[src/rtl/mem_arbiter.sv]
// Shared single-port memory arbiter between the fetch and data stages.
// One transaction in flight at a time; memory-side signals are registered,
// completion pulses and stalls are combinational from mem_ack.
module mem_arbiter #(
  parameter int ADDR_W = 32,
  parameter int DATA_W = 32
) (
  input  logic                clk,
  input  logic                reset,
  input  logic                if_req,
  input  logic [ADDR_W-1:0]   if_addr,
  output logic [DATA_W-1:0]   if_rdata,
  output logic                if_valid,
  output logic                if_stall,
  input  logic                d_req,
  input  logic                d_we,
  input  logic [ADDR_W-1:0]   d_addr,
  input  logic [DATA_W-1:0]   d_wdata,
  input  logic [DATA_W/8-1:0] d_be,
  output logic [DATA_W-1:0]   d_rdata,
  output logic                d_valid,
  output logic                d_stall,
  output logic                mem_en,
  output logic                mem_we,
  output logic [ADDR_W-1:0]   mem_addr,
  output logic [DATA_W-1:0]   mem_wdata,
  output logic [DATA_W/8-1:0] mem_be,
  input  logic [DATA_W-1:0]   mem_rdata,
  input  logic                mem_ack,
  output logic                ack_err,
  output logic [31:0]         stall_cycles
);

  typedef enum logic [1:0] {IDLE, BUSY_IF, BUSY_D} state_t;

  state_t state, state_nxt;
  logic   last_d;              // 1 when the data stage won the most recent grant
  logic   grant_if, grant_d;

  // Next-state, grant selection and completion pulses
  always_comb begin
    state_nxt = state;
    grant_if  = 1'b0;
    grant_d   = 1'b0;
    if_valid  = 1'b0;
    d_valid   = 1'b0;
    case (state)
      IDLE: begin
        // Data wins a tie unless it won last time, so both sides alternate
        if (d_req && !(if_req && last_d)) begin
          grant_d   = 1'b1;
          state_nxt = BUSY_D;
        end else if (if_req) begin
          grant_if  = 1'b1;
          state_nxt = BUSY_IF;
        end
      end
      BUSY_IF: if (mem_ack) begin
        if_valid  = 1'b1;
        state_nxt = IDLE;
      end
      BUSY_D: if (mem_ack) begin
        d_valid   = 1'b1;
        state_nxt = IDLE;
      end
      default: state_nxt = IDLE;
    endcase
  end

  assign if_rdata = mem_rdata;
  assign d_rdata  = mem_rdata;
  assign if_stall = if_req && !if_valid;
  assign d_stall  = d_req && !d_valid;

  // State and round-robin history
  always_ff @(posedge clk or posedge reset) begin
    if (reset) begin
      state  <= IDLE;
      last_d <= 1'b0;
    end else begin
      state <= state_nxt;
      if (grant_d)       last_d <= 1'b1;
      else if (grant_if) last_d <= 1'b0;
    end
  end

  // Memory port registers: loaded on grant, held while busy, dropped on ack
  always_ff @(posedge clk or posedge reset) begin
    if (reset) begin
      mem_en    <= 1'b0;
      mem_we    <= 1'b0;
      mem_addr  <= '0;
      mem_wdata <= '0;
      mem_be    <= '0;
    end else if (grant_d) begin
      mem_en    <= 1'b1;
      mem_we    <= d_we;
      mem_addr  <= d_addr;
      mem_wdata <= d_wdata;
      mem_be    <= d_be;
    end else if (grant_if) begin
      mem_en    <= 1'b1;
      mem_we    <= 1'b0;
      mem_addr  <= if_addr;
      mem_be    <= '1;
    end else if (state != IDLE && mem_ack) begin
      mem_en    <= 1'b0;
      mem_we    <= 1'b0;
    end
  end

  // Sticky spurious-ack flag and saturating fetch-stall counter
  always_ff @(posedge clk or posedge reset) begin
    if (reset) begin
      ack_err      <= 1'b0;
      stall_cycles <= '0;
    end else begin
      if (state == IDLE && mem_ack) ack_err <= 1'b1;
      if (if_stall && stall_cycles != 32'hFFFF_FFFF)
        stall_cycles <= stall_cycles + 32'd1;
    end
  end

endmodule
[config.mk]
export PLATFORM = sky130hd
export DESIGN_NAME = mem_arbiter
export DESIGN_NICKNAME = d
export VERILOG_FILES = /design/src/rtl/mem_arbiter.sv
export SDC_FILE = /design/constraint.sdc
export NUM_CORES = 1
export LEC_CHECK = 0
export CAP_MARGIN = 20
export CORE_MARGIN = 4
export CORE_UTILIZATION = 25
export DETAILED_ROUTE_END_ITERATION = 6
export RECOVER_POWER = 100
export SETUP_SLACK_MARGIN = 0.3
export SLEW_MARGIN = 40
export SYNTH_ARGS = -nofsm -noshare
export SYNTH_HDL_FRONTEND = slang
export SYNTH_SLANG_ARGS = --single-unit
[constraint.sdc]
create_clock -name clk -period 6.6 [get_ports clk]
set_clock_uncertainty 0.15 [all_clocks]
set_input_delay 1.32 -clock clk [delete_from_list [all_inputs] [get_ports clk]]
set_output_delay 1.32 -clock clk [all_outputs]
set_load 0.01 [all_outputs]
# After elaboration in Yosys (flattened, before gate mapping)
# Cells that the tools add are included.
# word_totals
reg_bits	106
latch_bits	0
mem_bits_rw	0
mem_bits_ro	0
inputBits	138
output_inout_bits	171
n_memories	0
# op_classes
add_sub_neg	1
n_mul	0
n_div	0
n_lt_le_gt_ge	0
n_eq_ne	5
shifts	0
muxes	23
bitwise	0
n_reduce_logical	16
# op_table
cell	count
32-bit 2-to-1 mux	2
32-bit by 1-bit adder with 32-bit output (second input constant)	1
32-bit inequality test (second input constant)	1
1-bit 2-to-1 mux	15
4-bit 2-to-1 mux	2
1-bit logical AND	7
2-bit 2-to-1 mux	3
2-bit case mux with 2 select lines	1
2-bit nonzero test	2
1-bit zero test	3
3-bit inequality test (second input constant)	1
3-bit nonzero test	1
2-bit by 1-bit equality test with 1-bit output (second input constant)	1
2-bit equality test (second input constant)	1
2-bit zero test	1
2-bit by 1-bit inequality test with 1-bit output (second input constant)	1
2-bit AND reduction	1
2-bit OR reduction	1

# Logic depth before layout (Yosys ltp)
# logic_depth
depth_word	7
mapped_depth	8
depth_no_buf	8

# Least setup slack after synthesis
# OpenSTA, ideal clock, no wires.
# synth_timing
kind	input to output
start	input d_req
end	output d_stall
arrival_time_ns	1.750
slack_ns	3.380
path_stages	2
n_path_buf	1
path_cell_list	clkbuf_1 nor2b_1
# synth_between
elab_chain_cells	1
# synth_lines
item	line	source
from (decl)	15	input logic d_req,
1-bit logical AND	73	assign d_stall = d_req && !d_valid;
to (decl)	22	output logic d_stall,
# Every way passes these cells.

# Final worst setup path
# layout_timing
start	input if_req
end	output if_stall
# layout_between
elab_chain_cells	1
# layout_lines
item	line	source
from (decl)	10	input logic if_req,
1-bit logical AND	72	assign if_stall = if_req && !if_valid;
to (decl)	14	output logic if_stall,
# Every way passes these cells.

==> results.ini <==
[die]
fp.dieW_um=151.4
rows=52
initial_core_util_pct=25.40
die_area_sq_mm=0.02291
die_y_um=151.4
ios=309
core-area_sq_mm=0.02023

[sta]
worst_slew_pin_slew_ns=3.476
fmax_mhz=219.0
whs_ns=0.3124
setup_viol_count_final=0
maxSlewViolCount=181
finalHoldViolCount=0
post-route-period-util_pct=69.17
post-route-min-period_ns=4.565
setup_tns_ns=0
rsz0062_at_grt=false
slew_headroom_pct=-133.0

[clock_network]
ctsHtreeMaxLevel=3
cts_resized=0
cts_tree=yes
clock-sinks=106
clock_latency_ns=0.34
cts_setup_buffers=0
ctsRootBufferMaster=clkbuf_16
clkTransAtPathRegs_ns=0.07
hold_buffers=0
cts_buffers=9
clockBufferDepth=2

[synth]
synth_cells=540
syn_area_per_cell_sq_um=9.516
synth_top_area_share_pct=51.62
yosys_register_bits=106
synth_cell_types=40
syn_nets=682
synth_ff_type=dfrtp_1
synth_warnings=0
seq_area_frac_synth_pct=51.62
synth-edff-count=0
syn_area_sq_mm=0.005139
async_flop_share_pct=100.0
yosysMostFrequentCell=nand2_1
yosys.area.top_type=dfrtp_1
synth_area_leaders=dfrtp_1, nand2_1, buf_4
ys_top_cells_by_count=nand2_1, dfrtp_1, buf_4

[global_routing]
grt_antenna_before_repair=0
grt_pass1_wl_um=22290
overflow=0
grt_pass1_vias=4083
grt_usage_pct=12.49
grt_max_degree=77

[setup_path]
cp.arrival_ns=3.10
r2r_slack_ns=3.38
crit_fanout=6
critPathLaunchType=input port
cp-end-kind=output pin
required_ns=5.13
path_class=in2out

[pwr]
pwr-share-comb_pct=40.3
p_int_mw=1.755
power_frac_clock_pct=21.8
switchingPower_mw=0.9324
p_seq_share_pct=37.9
p_per_area_mw_per_mm2=363.2
p_leak_nw=3.313
peakVddDrop_mv=0.1984
switching_share_pct=34.69

[finish]
num-fill-cells=2056
multiInputGateArea_sq_mm=0.001879
area_delta_synth_final_pct=44.00
nNetsFinal=828
regArea_sq_mm=0.002653
antenna_cells=0
drive_gt1_share_pct=4.920

[place]
gp_congestion=0.7746
hpwl_um=10850
portBuffers=212

[route]
first_pass_iters=5
viasPerCell=4.302
finalWirelength_um=14680
ant_nets=0
vias=4134
drt-initial-drc-count=133
drc=0
wl_per_cell_um=15.27

[status]
violations=max-capacitance violations, max-slew violations
status=complete, but fails checks

[run]
maxCapViolations=3

[hold_path]
hold_class=reg2reg

## cell usage in the layout (no fill, tap or decap), drive strengths merged, types with 3 or more instances in the layout
cell type        n
nand2          146
dlygate4sd3    109
dfrtp          106
clkdlybuf4s50  103
o21ai           36
o22ai           34
nand3           22
xnor2           22
nor2            15
clkbuf          13
nand4           11
and3             8
inv              6
and2             6
o22a             5
buf              5
xor2             4
mux2             4
a21oi            4
ha               4
nor4             4
and4             3
## worst max-delay path, cell delays in order
cell and delay, ns:
dlygate4sd3_1 0.68, a21bo_1 0.28, inv_1 0.15, dlygate4sd3_1 0.66
## cell type report
cell class | count | share of cell area (%)
multi-input cells | 343 | 25.40
inverters | 7 | 0.3720
well taps | 270 | 4.565
clock buffers | 11 | 3.280
repair buffers | 219 | 29.49
clock inverters | 5 | 1.048
flip-flops and latches | 106 | 35.85
## kinds of logic (layout without fill, tap and decap cells)
logic type | Yosys count | in the layout | share of synthesized area, %
flops | 106 | 106 | 51.62
compound gates | 87 | 87 | 10.69
buf+inv | 91 | 242 | 11.39
mux | 4 | 4 | 0.8765
fa+ha+maj | 4 | 4 | 0.9740
xor+xnor | 26 | 26 | 4.431
simple gates | 222 | 222 | 20.01
## power groups by stage
stage / sequential (mW) / combinational, mW / clock [mW]
floorplan: 1.13 / 0.441 / 0
finish: 1.02 / 1.08 / 0.587
global placement: 1.03 / 1.18 / 0
detailed placement: 1.04 / 1.20 / 0
CTS: 1.03 / 1.20 / 0.610
global route: 1.05 / 1.21 / 0.632
## per-layer routing
| layer | wire length, um | up-vias | track usage, % |
|---|---|---|---|
| li1 | - | 2058 | - |
| met1 | 6203 | 1919 | 15.45 |
| met5 | 0 | - | 0 |
| met2 | 6852 | 131 | 20.07 |
| met3 | 1293 | 26 | 4.458 |
| met4 | 331 | 0 | 4.533 |
## path summary, 6_finish.rpt
path | cells past startpoint | from | end
setup / recovery | 4 | if_req | if_stall
max in group asynchronous | 3 | reset | mem_wdata[30]$_DFFE_PP0P_
setup reg to reg | 5 | state[1]$_DFFE_PP0P_ | mem_addr[4]$_DFFE_PP0P_
hold / removal | 1 | ack_err$_DFFE_PP0P_ | ack_err$_DFFE_PP0P_
hold reg to reg | 1 | ack_err$_DFFE_PP0P_ | ack_err$_DFFE_PP0P_
min in group asynchronous | 2 | reset | stall_cycles[18]$_DFFE_PP0P_
## per-stage QoR
stage	worst slack [ns]	instances	util [%]	power (mW)	area (sq um)
2_1_floorplan	2.341	540	-	1.571	5139
3_3_place_gp	2.214	943	35.08	2.209	7098
3_5_place_dp	2.206	945	35.24	2.233	7131
4_1_cts	2.211	961	36.82	2.837	7451
5_1_grt	1.808	961	36.57	2.892	7400
6_report	2.035	961	36.57	2.688	7400
## registers in the layout, indices dropped and copies added (netlist names)
signal,flops
last_d,1
state,2
ack_err,1
mem_be,4
mem_addr,32
mem_en,1
stall_cycles,32
mem_wdata,32
mem_we,1
Power figures use the tool's default switching activity.
